$ cat src/rtl/eth_rst_sequencer.sv
// Reset sequencer for the 1G Ethernet PHY path and the SoC/PTP domain behind it.
// Optional status LED output led_n is enabled by defining ETH_RST_SEQ_STATUS_LED_EN.
`timescale 1ns/1ps
module eth_rst_sequencer #(
  parameter int unsigned RST_CYCLES      = 2500000,
  parameter int unsigned LOCK_TIMEOUT    = 50000000,
  parameter int unsigned LINKDOWN_FILTER = 500000,
  parameter int unsigned MAX_RETRY       = 3,
  parameter logic [1:0]  PORT_MASK       = 2'b01
) (
  input  logic                           c10_clk50m,
  input  logic                           clean_rst_long_n,
  input  logic [1:0]                     link_up_async,
  input  logic                           force_rst,
  input  logic                           retry_req,
  output logic                           phy_rst_n,
  output logic                           soc_rst_n,
  output logic [1:0]                     state_o,
  output logic                           fault,
  output logic [$clog2(MAX_RETRY+1)-1:0] retry_cnt,
  output logic [7:0]                     link_drop_cnt
`ifdef ETH_RST_SEQ_STATUS_LED_EN
  ,
  output logic                           led_n
`endif
);

  function automatic int unsigned max3(input int unsigned a, input int unsigned b,
                                       input int unsigned c);
    int unsigned m;
    m = (a > b) ? a : b;
    return (m > c) ? m : c;
  endfunction

  localparam int unsigned CNT_MAX = max3(RST_CYCLES, LOCK_TIMEOUT, LINKDOWN_FILTER);
  localparam int unsigned CNT_W   = (CNT_MAX > 1) ? $clog2(CNT_MAX) : 1;
  localparam int unsigned RETRY_W = $clog2(MAX_RETRY + 1);

  localparam logic [CNT_W-1:0]   HOLD_LAST = CNT_W'(RST_CYCLES - 1);
  localparam logic [CNT_W-1:0]   LOCK_LAST = CNT_W'(LOCK_TIMEOUT - 1);
  localparam logic [CNT_W-1:0]   DROP_LAST = CNT_W'(LINKDOWN_FILTER - 1);
  localparam logic [RETRY_W-1:0] RETRY_MAX = RETRY_W'(MAX_RETRY);

  typedef enum logic [1:0] {
    S_HOLD      = 2'd0,
    S_WAIT_LINK = 2'd1,
    S_RUN       = 2'd2,
    S_FAULT     = 2'd3
  } state_t;

  logic [1:0]         link_meta_q;
  logic [1:0]         link_s_q;
  logic               req_ok;
  state_t             state_q,  state_d;
  logic [CNT_W-1:0]   cnt_q,    cnt_d;
  logic [RETRY_W-1:0] retry_q,  retry_d;
  logic [7:0]         drop_q,   drop_d;
  logic               phy_q,    phy_d;
  logic               soc_q,    soc_d;
  logic               fault_q,  fault_d;

  assign req_ok = ((link_s_q & PORT_MASK) == PORT_MASK);

  always_comb begin
    state_d = state_q;
    cnt_d   = cnt_q;
    retry_d = retry_q;
    drop_d  = drop_q;
    if (force_rst) begin
      state_d = S_HOLD;
      cnt_d   = '0;
      retry_d = '0;
    end else begin
      case (state_q)
        S_HOLD: begin
          if (cnt_q == HOLD_LAST) begin
            state_d = S_WAIT_LINK;
            cnt_d   = '0;
          end else begin
            cnt_d = cnt_q + 1'b1;
          end
        end
        S_WAIT_LINK: begin
          // A lock seen in the timeout cycle still counts as a lock.
          if (req_ok) begin
            state_d = S_RUN;
            cnt_d   = '0;
            retry_d = '0;
          end else if (cnt_q == LOCK_LAST) begin
            cnt_d   = '0;
            retry_d = retry_q + 1'b1;
            state_d = (retry_d == RETRY_MAX) ? S_FAULT : S_HOLD;
          end else begin
            cnt_d = cnt_q + 1'b1;
          end
        end
        S_RUN: begin
          if (req_ok) begin
            cnt_d = '0;
          end else if (cnt_q == DROP_LAST) begin
            state_d = S_HOLD;
            cnt_d   = '0;
            if (drop_q != 8'hFF) drop_d = drop_q + 8'd1;
          end else begin
            cnt_d = cnt_q + 1'b1;
          end
        end
        S_FAULT: begin
          if (retry_req) begin
            state_d = S_HOLD;
            cnt_d   = '0;
            retry_d = '0;
          end
        end
        default: begin
          state_d = S_HOLD;
          cnt_d   = '0;
        end
      endcase
    end
    // Outputs follow the next state so they switch on the transition edge.
    phy_d   = (state_d == S_WAIT_LINK) || (state_d == S_RUN);
    soc_d   = (state_d == S_RUN);
    fault_d = (state_d == S_FAULT);
  end

  always_ff @(posedge c10_clk50m or negedge clean_rst_long_n) begin
    if (!clean_rst_long_n) begin
      link_meta_q <= '0;
      link_s_q    <= '0;
      state_q     <= S_HOLD;
      cnt_q       <= '0;
      retry_q     <= '0;
      drop_q      <= '0;
      phy_q       <= 1'b0;
      soc_q       <= 1'b0;
      fault_q     <= 1'b0;
    end else begin
      link_meta_q <= link_up_async;
      link_s_q    <= link_meta_q;
      state_q     <= state_d;
      cnt_q       <= cnt_d;
      retry_q     <= retry_d;
      drop_q      <= drop_d;
      phy_q       <= phy_d;
      soc_q       <= soc_d;
      fault_q     <= fault_d;
    end
  end

  assign phy_rst_n     = phy_q;
  assign soc_rst_n     = soc_q;
  assign state_o       = state_q;
  assign fault         = fault_q;
  assign retry_cnt     = retry_q;
  assign link_drop_cnt = drop_q;

`ifdef ETH_RST_SEQ_STATUS_LED_EN
  logic [23:0] blink_q;
  logic        led_q, led_d;

  always_comb begin
    led_d = led_q;
    case (state_d)
      S_HOLD:      led_d = 1'b1;
      S_RUN:       led_d = 1'b0;
      S_WAIT_LINK: if (&blink_q[21:0]) led_d = ~led_q;
      S_FAULT:     if (&blink_q) led_d = ~led_q;
      default:     led_d = 1'b1;
    endcase
  end

  always_ff @(posedge c10_clk50m or negedge clean_rst_long_n) begin
    if (!clean_rst_long_n) begin
      blink_q <= '0;
      led_q   <= 1'b1;
    end else begin
      blink_q <= blink_q + 24'd1;
      led_q   <= led_d;
    end
  end

  assign led_n = led_q;
`endif

endmodule

$ cat config.mk
export PLATFORM = sky130hd
export DESIGN_NAME = eth_rst_sequencer
export DESIGN_NICKNAME = d
export VERILOG_FILES = /design/src/rtl/eth_rst_sequencer.sv
export SDC_FILE = /design/constraint.sdc
export NUM_CORES = 1
export LEC_CHECK = 0
export BUFFER_PORTS_ARGS = -buffer_cell sky130_fd_sc_hd__buf_4
export CORE_MARGIN = 2
export CORE_UTILIZATION = 59
export CTS_BUF_LIST = sky130_fd_sc_hd__clkbuf_16
export DETAILED_ROUTE_END_ITERATION = 16
export PLACE_DENSITY = 0.85
export SYNTH_ARGS = -nofsm -noshare
export SYNTH_HDL_FRONTEND = slang
export SYNTH_SLANG_ARGS = --single-unit
$ cat constraint.sdc
create_clock -name c10_clk50m -period 2.6 [get_ports c10_clk50m]
set_clock_uncertainty 0.05 [all_clocks]
set_input_delay 0.13 -clock c10_clk50m [delete_from_list [all_inputs] [get_ports c10_clk50m]]
set_output_delay 0.13 -clock c10_clk50m [all_outputs]
set_load 0.005 [all_outputs]
# --- Word-level counts from Yosys, hierarchy flattened ---
# Cells that the tools add are included.
# W data, S select, Z words.
classes:
  add_sub_neg: 3
  n_eq_ne: 13
  mux: 22
  bitwise_logic: 2
  reduce_logical: 5
ops:
  columns: ["cell", "count"]
  rows:
  - ["$mux W26", 7]
  - ["$pmux W26 S4", 1]
  - ["$add A26 B1 Y26 const B", 1]
  - ["$eq A26 B19 Y1 const B", 1]
  - ["$eq A26 B22 Y1 const B", 1]
  - ["$eq A26 B26 Y1 const B", 1]
  - ["$mux W2", 12]
  - ["$eq A2 B2 Y1 const B", 5]
  - ["$add A8 B1 Y8 const B", 1]
  - ["$ne A8 B8 Y1 const B", 1]
  - ["$pmux W2 S4", 1]
  - ["$reduce_and A5 Y1", 1]
  - ["$eq A2 B1 Y1 const B", 2]
  - ["$ne A4 B4 Y1 const B", 1]
  - ["$pmux W2 S2", 1]
  - ["$ne A3 B3 Y1 const B", 1]
  - ["$reduce_and A3 Y1", 1]
  - ["$reduce_bool A3 Y1", 1]
  - ["$add A2 B1 Y2 const B", 1]
  - ["$logic_not A2 Y1", 1]
  - ["$not A1 Y1", 2]
  - ["$logic_or A1 B1 Y1", 1]
totals:
  register_bits: 43

# --- Longest topological paths before layout ---
# Gate-level depths: netlist (run 1).
logic_depth:
  word_depth: 9
  mapped_depth: 9
  mapped_depth_nobuf: 9

# --- Worst setup path after synthesis (run 1) ---
# No wires, ideal clock.
synth_path:
  kind: "register -> register"
  from: "register cnt_q[0]"
  to: "register cnt_q[7]"
  setup_time_ns: 0.082
  t_arrival_ns: 1.995
  setup_slack_ns: 0.473
  stages_incl_launch_ff: 8
  period_less_slack_ns: 2.127
  path_cell_list: "dfrtp_1 ha_1 and4_1 nand4_1 o211ai_1 o221a_4 or4_1 a31oi_1"
synth_via:
  elab_chain_cells: 5
  word_cells_on_any_way: 11
  cone_classes: "add/sub: 1; eq/ne: 3; mux: 7"
synth_lines:
  columns: ["item", "line_no", "source"]
  rows:
  - ["from (decl)", "55", "logic [CNT_W-1:0] cnt_q, cnt_d;"]
  - ["from (signal assigned)", "142", "cnt_q <= cnt_d;"]
  - ["$add A26 B1 Y26 (tied with other cells)", "80, 94, 105", null]
  - ["$mux W26, on equally long branches", "100, 89", null]
  - ["$mux W26, on equally long branches", "98, 85", null]
  - ["$pmux W26 S4 *", "74", "case (state_q)"]
  - ["$mux W26 *", "69", "if (force_rst) begin"]
# Every way passes the cells marked *; elsewhere a longest branch is shown, timed or not.
# A chain may end at the register's enable or synchronous reset.

# --- Worst setup path after layout (run 1) ---
layout_path:
  from: "register cnt_q[20]"
  to: "register cnt_q[2]"
layout_via:
  elab_chain_cells: 5
  word_cells_on_any_way: 10
  cone_classes: "eq/ne: 3; mux: 7"
layout_lines:
  columns: ["item", "line_no"]
  rows:
  - ["$eq A26 B19 Y1 or $eq A26 B26 Y1 (tied branches)", "100, 89"]
  - ["$mux W26, on equally long branches", "100, 89"]
  - ["$mux W26, on equally long branches", "98, 85"]
  - ["$pmux W26 S4 *", "74"]
  - ["$mux W26 *", "69"]
# Marks and branches as above.

==> flow_summary.json, run 1 <==
{
  "io_buffers": 19,
  "max-cap-violations": 0,
  "synthCells": 262,
  "avgSynthCellArea_um2": 9.394,
  "synth_nets": 273,
  "crit_family": "simple AND/OR/NAND/NOR gates",
  "final.setup.tns_ns": 0,
  "post-place-cells": 323,
  "track_usage": 0.2634,
  "status": "finished, final reports clean",
  "grt.busiest_layer": "met2",
  "cp_slowest_cell": "nor4_1",
  "synth.top_cell.area_share": 0.4372,
  "final_util": 0.7100,
  "tightest_slew_ns": 0.7882,
  "wl_per_cell_um": 17.12,
  "synth_warnings": 0,
  "fin_area_um2": 2840,
  "drive_above_1_share": 0.1731,
  "use_met2": 0.4063,
  "crit_fanout": 16,
  "ys.flop_type": "dfrtp_1",
  "drc_errors": 0,
  "coreArea_um2": 4000,
  "clock-sinks": 43,
  "hold_start": "retry_req",
  "io_pins": 21,
  "synth.most_common_cell": "dfrtp_1",
  "multiInputGateArea_um2": 1310,
  "placementRows": 23,
  "use_met3": 0.06656,
  "setup_viol": 0,
  "clkTransAtPathRegs_ns": 0.06,
  "grt_max_degree": 44,
  "crit_type": "flip-flop to flip-flop",
  "peakVddDrop_mv": 0.4576,
  "placedInstanceArea_um2": 2645,
  "path_buf_inv": 0,
  "clock_latency_ns": 0.29,
  "rr_startpoint": "cnt_q[20]",
  "synth_edf_count": 0,
  "cp.arrival_ns": 2.50,
  "dieArea_um2": 4704,
  "post-route-period-util": 0.9189,
  "p_leak_nw": 1.188,
  "rsz0062_at_grt": "no",
  "first_iter_violations": 183,
  "grt_pass1_vias": 1927,
  "synth_cell_types": 49,
  "area_growth_pct": 15.40,
  "antenna_left": 0,
  "htree_levels": 2,
  "worst_setup_path_end_kind": "flip-flop",
  "startpoint_type": "flip-flop",
  "yosysTopAreaCell": "dfrtp_1",
  "p_total_mw": 1.458,
  "synth-seq-cells": 43,
  "cts_setup_buffers": 0,
  "fin_nets": 293,
  "syn-cell-area_um2": 2461,
  "finalCriticalPeriod_ns": 2.389,
  "clockBufferDepth": 2,
  "vias": 2102,
  "cts-root-buf": "clkbuf_16",
  "cts_tree": "done",
  "crit_start": "cnt_q[20]",
  "hold_viol": 0,
  "instances_no_fill": 333,
  "clock.fmax_mhz": 418.5,
  "drt_pass1_iterations": 5,
  "grt_pass1_wl_um": 9121,
  "synth.area.top_cells": "dfrtp_1, nand2_1, xnor2_1",
  "start_util": 0.6153,
  "powerDensity_nw_per_um2": 513.4,
  "die_height_um": 68.59,
  "crit_path_cell_trace": "nor4_1, nand4_1, o211ai_1, o221ai_2, nand3b_1, a31oi_1",
  "antennaDiodeCount": 0,
  "hpwl_um": 3905,
  "nFillCells": 311,
  "die_width_um": 68.59,
  "grt_overflow": 0,
  "cp_data_required_time_ns": 2.71,
  "yosysSeqAreaShare": 0.4372,
  "drv_slew": 0,
  "antenna_found_initial": 0,
  "wl_um": 5702,
  "viasPerCell": 6.312,
  "ff_latch_area_um2": 1076,
  "numCtsBuffers": 5,
  "use_met1": 0.3596,
  "routabilityCongestion": 0.8471,
  "synthArstFlopShare": 1.000,
  "maxSlewHeadroom": 0.4745,
  "cpPeakStageDelay_ns": 0.49,
  "yosys-top-cells-count": "dfrtp_1, nand2_1, nand3_1",
  "hp-class": "primary input to flip-flop"
}
cell usage in the layout, fill, tap and decap left out, types with 6 or more instances in the layout:
cell type and count:
a21oi_1 6, a22o_1 10, a31oi_1 10, and3_1 6, buf_4 23, dfrtp_1 43, inv_1 8, nand2_1 33
nand3_1 20, nand4_1 12, nor2_1 13, xnor2_1 12, xor2_1 6
sequential cells by signal, indices dropped and copies added (netlist names):
| name | flops |
|---|---|
| link_s_q | 1 |
| link_drop_cnt | 8 |
| link_meta_q | 1 |
| state_o | 2 |
| phy_rst_n | 1 |
| cnt_q | 26 |
| fault | 1 |
| soc_rst_n | 1 |
| retry_cnt | 2 |
power by group:
group	leakage, nW	internal (mW)	total, mW	switching, mW
sequential	0.593	0.677	0.686	0.00964
combinational	0.512	0.0200	0.0523	0.0322
clock	0.0838	0.453	0.720	0.267
cells by family after synthesis:
| logic type | Yosys count | synth area share |
|---|---|---|
| DFF | 43 | 0.4372 |
| and+or+nand+nor | 127 | 0.2821 |
| adders and majority gates | 5 | 0.02542 |
| xor gates and xnor gates | 18 | 0.06406 |
| muxes | 3 | 0.01373 |
| AOI/OAI and AO/OA | 46 | 0.1444 |
| buffers and inverters | 20 | 0.03305 |
worst min-delay path: stages:
cell and delay [ns]:
buf_4 0.09, a211o_1 0.13, a21oi_2 0.07
worst paths after layout:
kind                       slack [ns]               end  depth (start not counted)
max                              0.21          cnt_q[2]                          6
min                              0.13        state_o[1]                          3
max reg2reg                      0.21          cnt_q[2]                          6
min reg2reg                      0.32       link_s_q[0]                          0
max in group asynchronous        1.81  link_drop_cnt[1]                          2
min in group asynchronous        0.33         cnt_q[14]                          2
final cells by class:
| type | instances | share of cell area |
|---|---|---|
| Tap cell | 50 | 0.02203 |
| Timing Repair Buffer | 25 | 0.06784 |
| Clock buffer | 5 | 0.04405 |
| Clock inverter | 3 | 0.01542 |
| Inverter | 8 | 0.01057 |
| Multi-Input combinational cell | 199 | 0.4612 |
| Sequential cell | 43 | 0.3789 |
routing by layer:
layer / share of wire / up-vias
met3: 0.057 / 9
met1: 0.45 / 1021
met2: 0.48 / 66
li1: - / 1006
met4: 0.014 / 0
met5: 0 / -
what timing repair did:
action                                 in CTS  in global routing
hold buffers                                2                  0
endpoints found under the hold margin      44                  0
setup endpoints to repair                   0                  1
gates resized for setup                     0                  2
metrics by stage:
step           hold slack (ns)  worst slack (ns)
2_1_floorplan          -0.2156            0.4729
3_3_place_gp            0.1044            0.2967
3_5_place_dp            0.1052            0.2189
4_1_cts                 0.1445            0.1962
5_1_grt                 0.1461           0.04081
6_report                0.1278            0.2108
(Power assumes the default switching activity.)
==> run 2: changes to the inputs <==
CORE_UTILIZATION = 40   (was 59)
PLACE_DENSITY = 0.63   (was 0.85)
==> run 2 against run 1 <==
Register-to-register slack better by 0.02 ns. Largest power group unchanged. Flip-flop and latch count unchanged. Critical path type unchanged. Combinational power down 3%.
==> flow_summary.json, run 2 (same netlist as run 1, synthesis figures left out) <==
{
  "placementRows": 28,
  "final.setup.tns_ns": 0,
  "p_leak_nw": 1.199,
  "io_pins": 21,
  "finalCriticalPeriod_ns": 2.371,
  "numCtsBuffers": 5,
  "drt_pass1_iterations": 4,
  "cp_data_required_time_ns": 2.76,
  "rsz0062_at_grt": "no",
  "drv_slew": 0,
  "mostFrequentLayoutCells": "dfrtp_1, nand2_1, buf_4",
  "crit_fanout": 10,
  "largest_reg_flops": 26,
  "regMostFlops": "cnt_q",
  "dieArea_um2": 6796,
  "antenna_found_initial": 0,
  "cts-root-buf": "clkbuf_16",
  "routabilityCongestion": 0.8453,
  "powerDensity_nw_per_um2": 528.2,
  "clock_latency_ns": 0.28,
  "cp.arrival_ns": 2.53,
  "clock-sinks": 43,
  "clock.fmax_mhz": 421.7,
  "cts_tree": "done",
  "antenna_left": 0,
  "final_common_cell": "dfrtp_1",
  "cp_slowest_cell": "or4_1",
  "hold_viol": 0,
  "drc_errors": 0,
  "startpoint_type": "flip-flop",
  "crit_path_cell_trace": "ha_1, and4_1, nand4_1, o211ai_1, o221a_4, or4_1, a31oi_1",
  "hp-class": "primary input to flip-flop",
  "hpwl_um": 3753,
  "start_util": 0.4157,
  "drive_above_1_share": 0.1661,
  "grt_pass1_vias": 1847,
  "post-route-period-util": 0.9120,
  "first_iter_violations": 128,
  "die_width_um": 82.44,
  "peakVddDrop_mv": 0.3471,
  "setup_viol": 0,
  "crit_type": "flip-flop to flip-flop",
  "fin_nets": 293,
  "final_util": 0.4896,
  "coreArea_um2": 5921,
  "die_height_um": 82.44,
  "grt_overflow": 0,
  "vias": 2058,
  "grt_pass1_wl_um": 8983,
  "area_growth_pct": 17.79,
  "grt_max_degree": 44,
  "cpPeakStageDelay_ns": 0.48,
  "maxSlewHeadroom": 0.5334,
  "wl_per_cell_um": 14.95,
  "wl_um": 5351,
  "worst_setup_path_end_kind": "flip-flop",
  "status": "finished, final reports clean",
  "max-cap-violations": 0,
  "track_usage": 0.1749,
  "tightest_slew_ns": 0.7000,
  "io_buffers": 19,
  "antennaDiodeCount": 0,
  "viasPerCell": 5.749,
  "htree_levels": 2,
  "clkTransAtPathRegs_ns": 0.06,
  "clockBufferDepth": 2
}
[run 2: changes by cell type in the layout (fill, tap and decap cells not counted)]
cell and delta:
a21oi_2 -1, o221ai_4 +1, bufinv_16 +1, clkinv_2 -1
o221ai_2 -1, inv_1 +1, a21oi_1 +1, clkinv_4 -1
[run 2: worst paths after layout]
kind,from,to,slack [ns],depth (start not counted)
worst min register to register,link_meta_q[0],link_s_q[0],0.31,0
min in group asynchronous,clean_rst_long_n,cnt_q[19],0.33,2
max in group asynchronous,clean_rst_long_n,cnt_q[5],1.79,2
worst max register to register,cnt_q[0],cnt_q[14],0.23,7
worst min-delay path,retry_req,state_o[1],0.15,3
worst max-delay path,cnt_q[0],cnt_q[14],0.23,7
[run 2: metrics by stage]
stage | hold slack [ns] | area [um^2] | total power, mW | setup slack [ns] | instances
floorplan | -0.2156 | 2461 | 0.7193 | 0.4729 | 262
global placement | 0.1159 | 2676 | 0.7483 | 0.2538 | 348
detailed placement | 0.1186 | 2676 | 0.7491 | 0.2403 | 348
CTS | 0.1558 | 2885 | 1.547 | 0.2198 | 358
global route | 0.1661 | 2899 | 1.586 | 0.06745 | 358
finish | 0.1529 | 2899 | 1.531 | 0.2288 | 358
[run 2: power breakdown]
| part | total (mW) | switching [mW] | internal (mW) |
|---|---|---|---|
| clock network | 0.794 | 0.247 | 0.547 |
| registers | 0.687 | 0.00974 | 0.677 |
| logic | 0.0508 | 0.0311 | 0.0198 |
[run 2: area by class of cell]
cell class	instances	area, um^2
Clock buffer	5	125.1
Clock inverter	3	63.81
Fill cell	561	3022
Inverter	8	30.03
Multi-Input combinational cell	199	1318
Sequential cell	43	1076
Tap cell	75	93.84
Timing Repair Buffer	25	192.7
[run 2: timing repair]
item                                   CTS  global route
buffers inserted                         0             0
endpoints found under the hold margin   44             0
gates resized for setup                  0             2
hold buffers                             2             0
setup endpoints to repair                0             2
[run 2: metal layers]
metal | vias to the layer above | routed length, um | GRT usage
met5 | - | 0 | 0
met3 | 5 | 181 | 0.03261
met1 | 1023 | 2580 | 0.2515
li1 | 1000 | - | -
met2 | 30 | 2525 | 0.2653
met4 | 0 | 64 | 0.05500
[run 2: worst max-delay path: cells and delay by family, from the launching register on]
family | cells | cell delay, ns
AOI/OAI and AO/OA | 3 | 0.73
adders and majority gates | 1 | 0.25
DFF | 1 | 0.42
and+or+nand+nor | 3 | 0.83
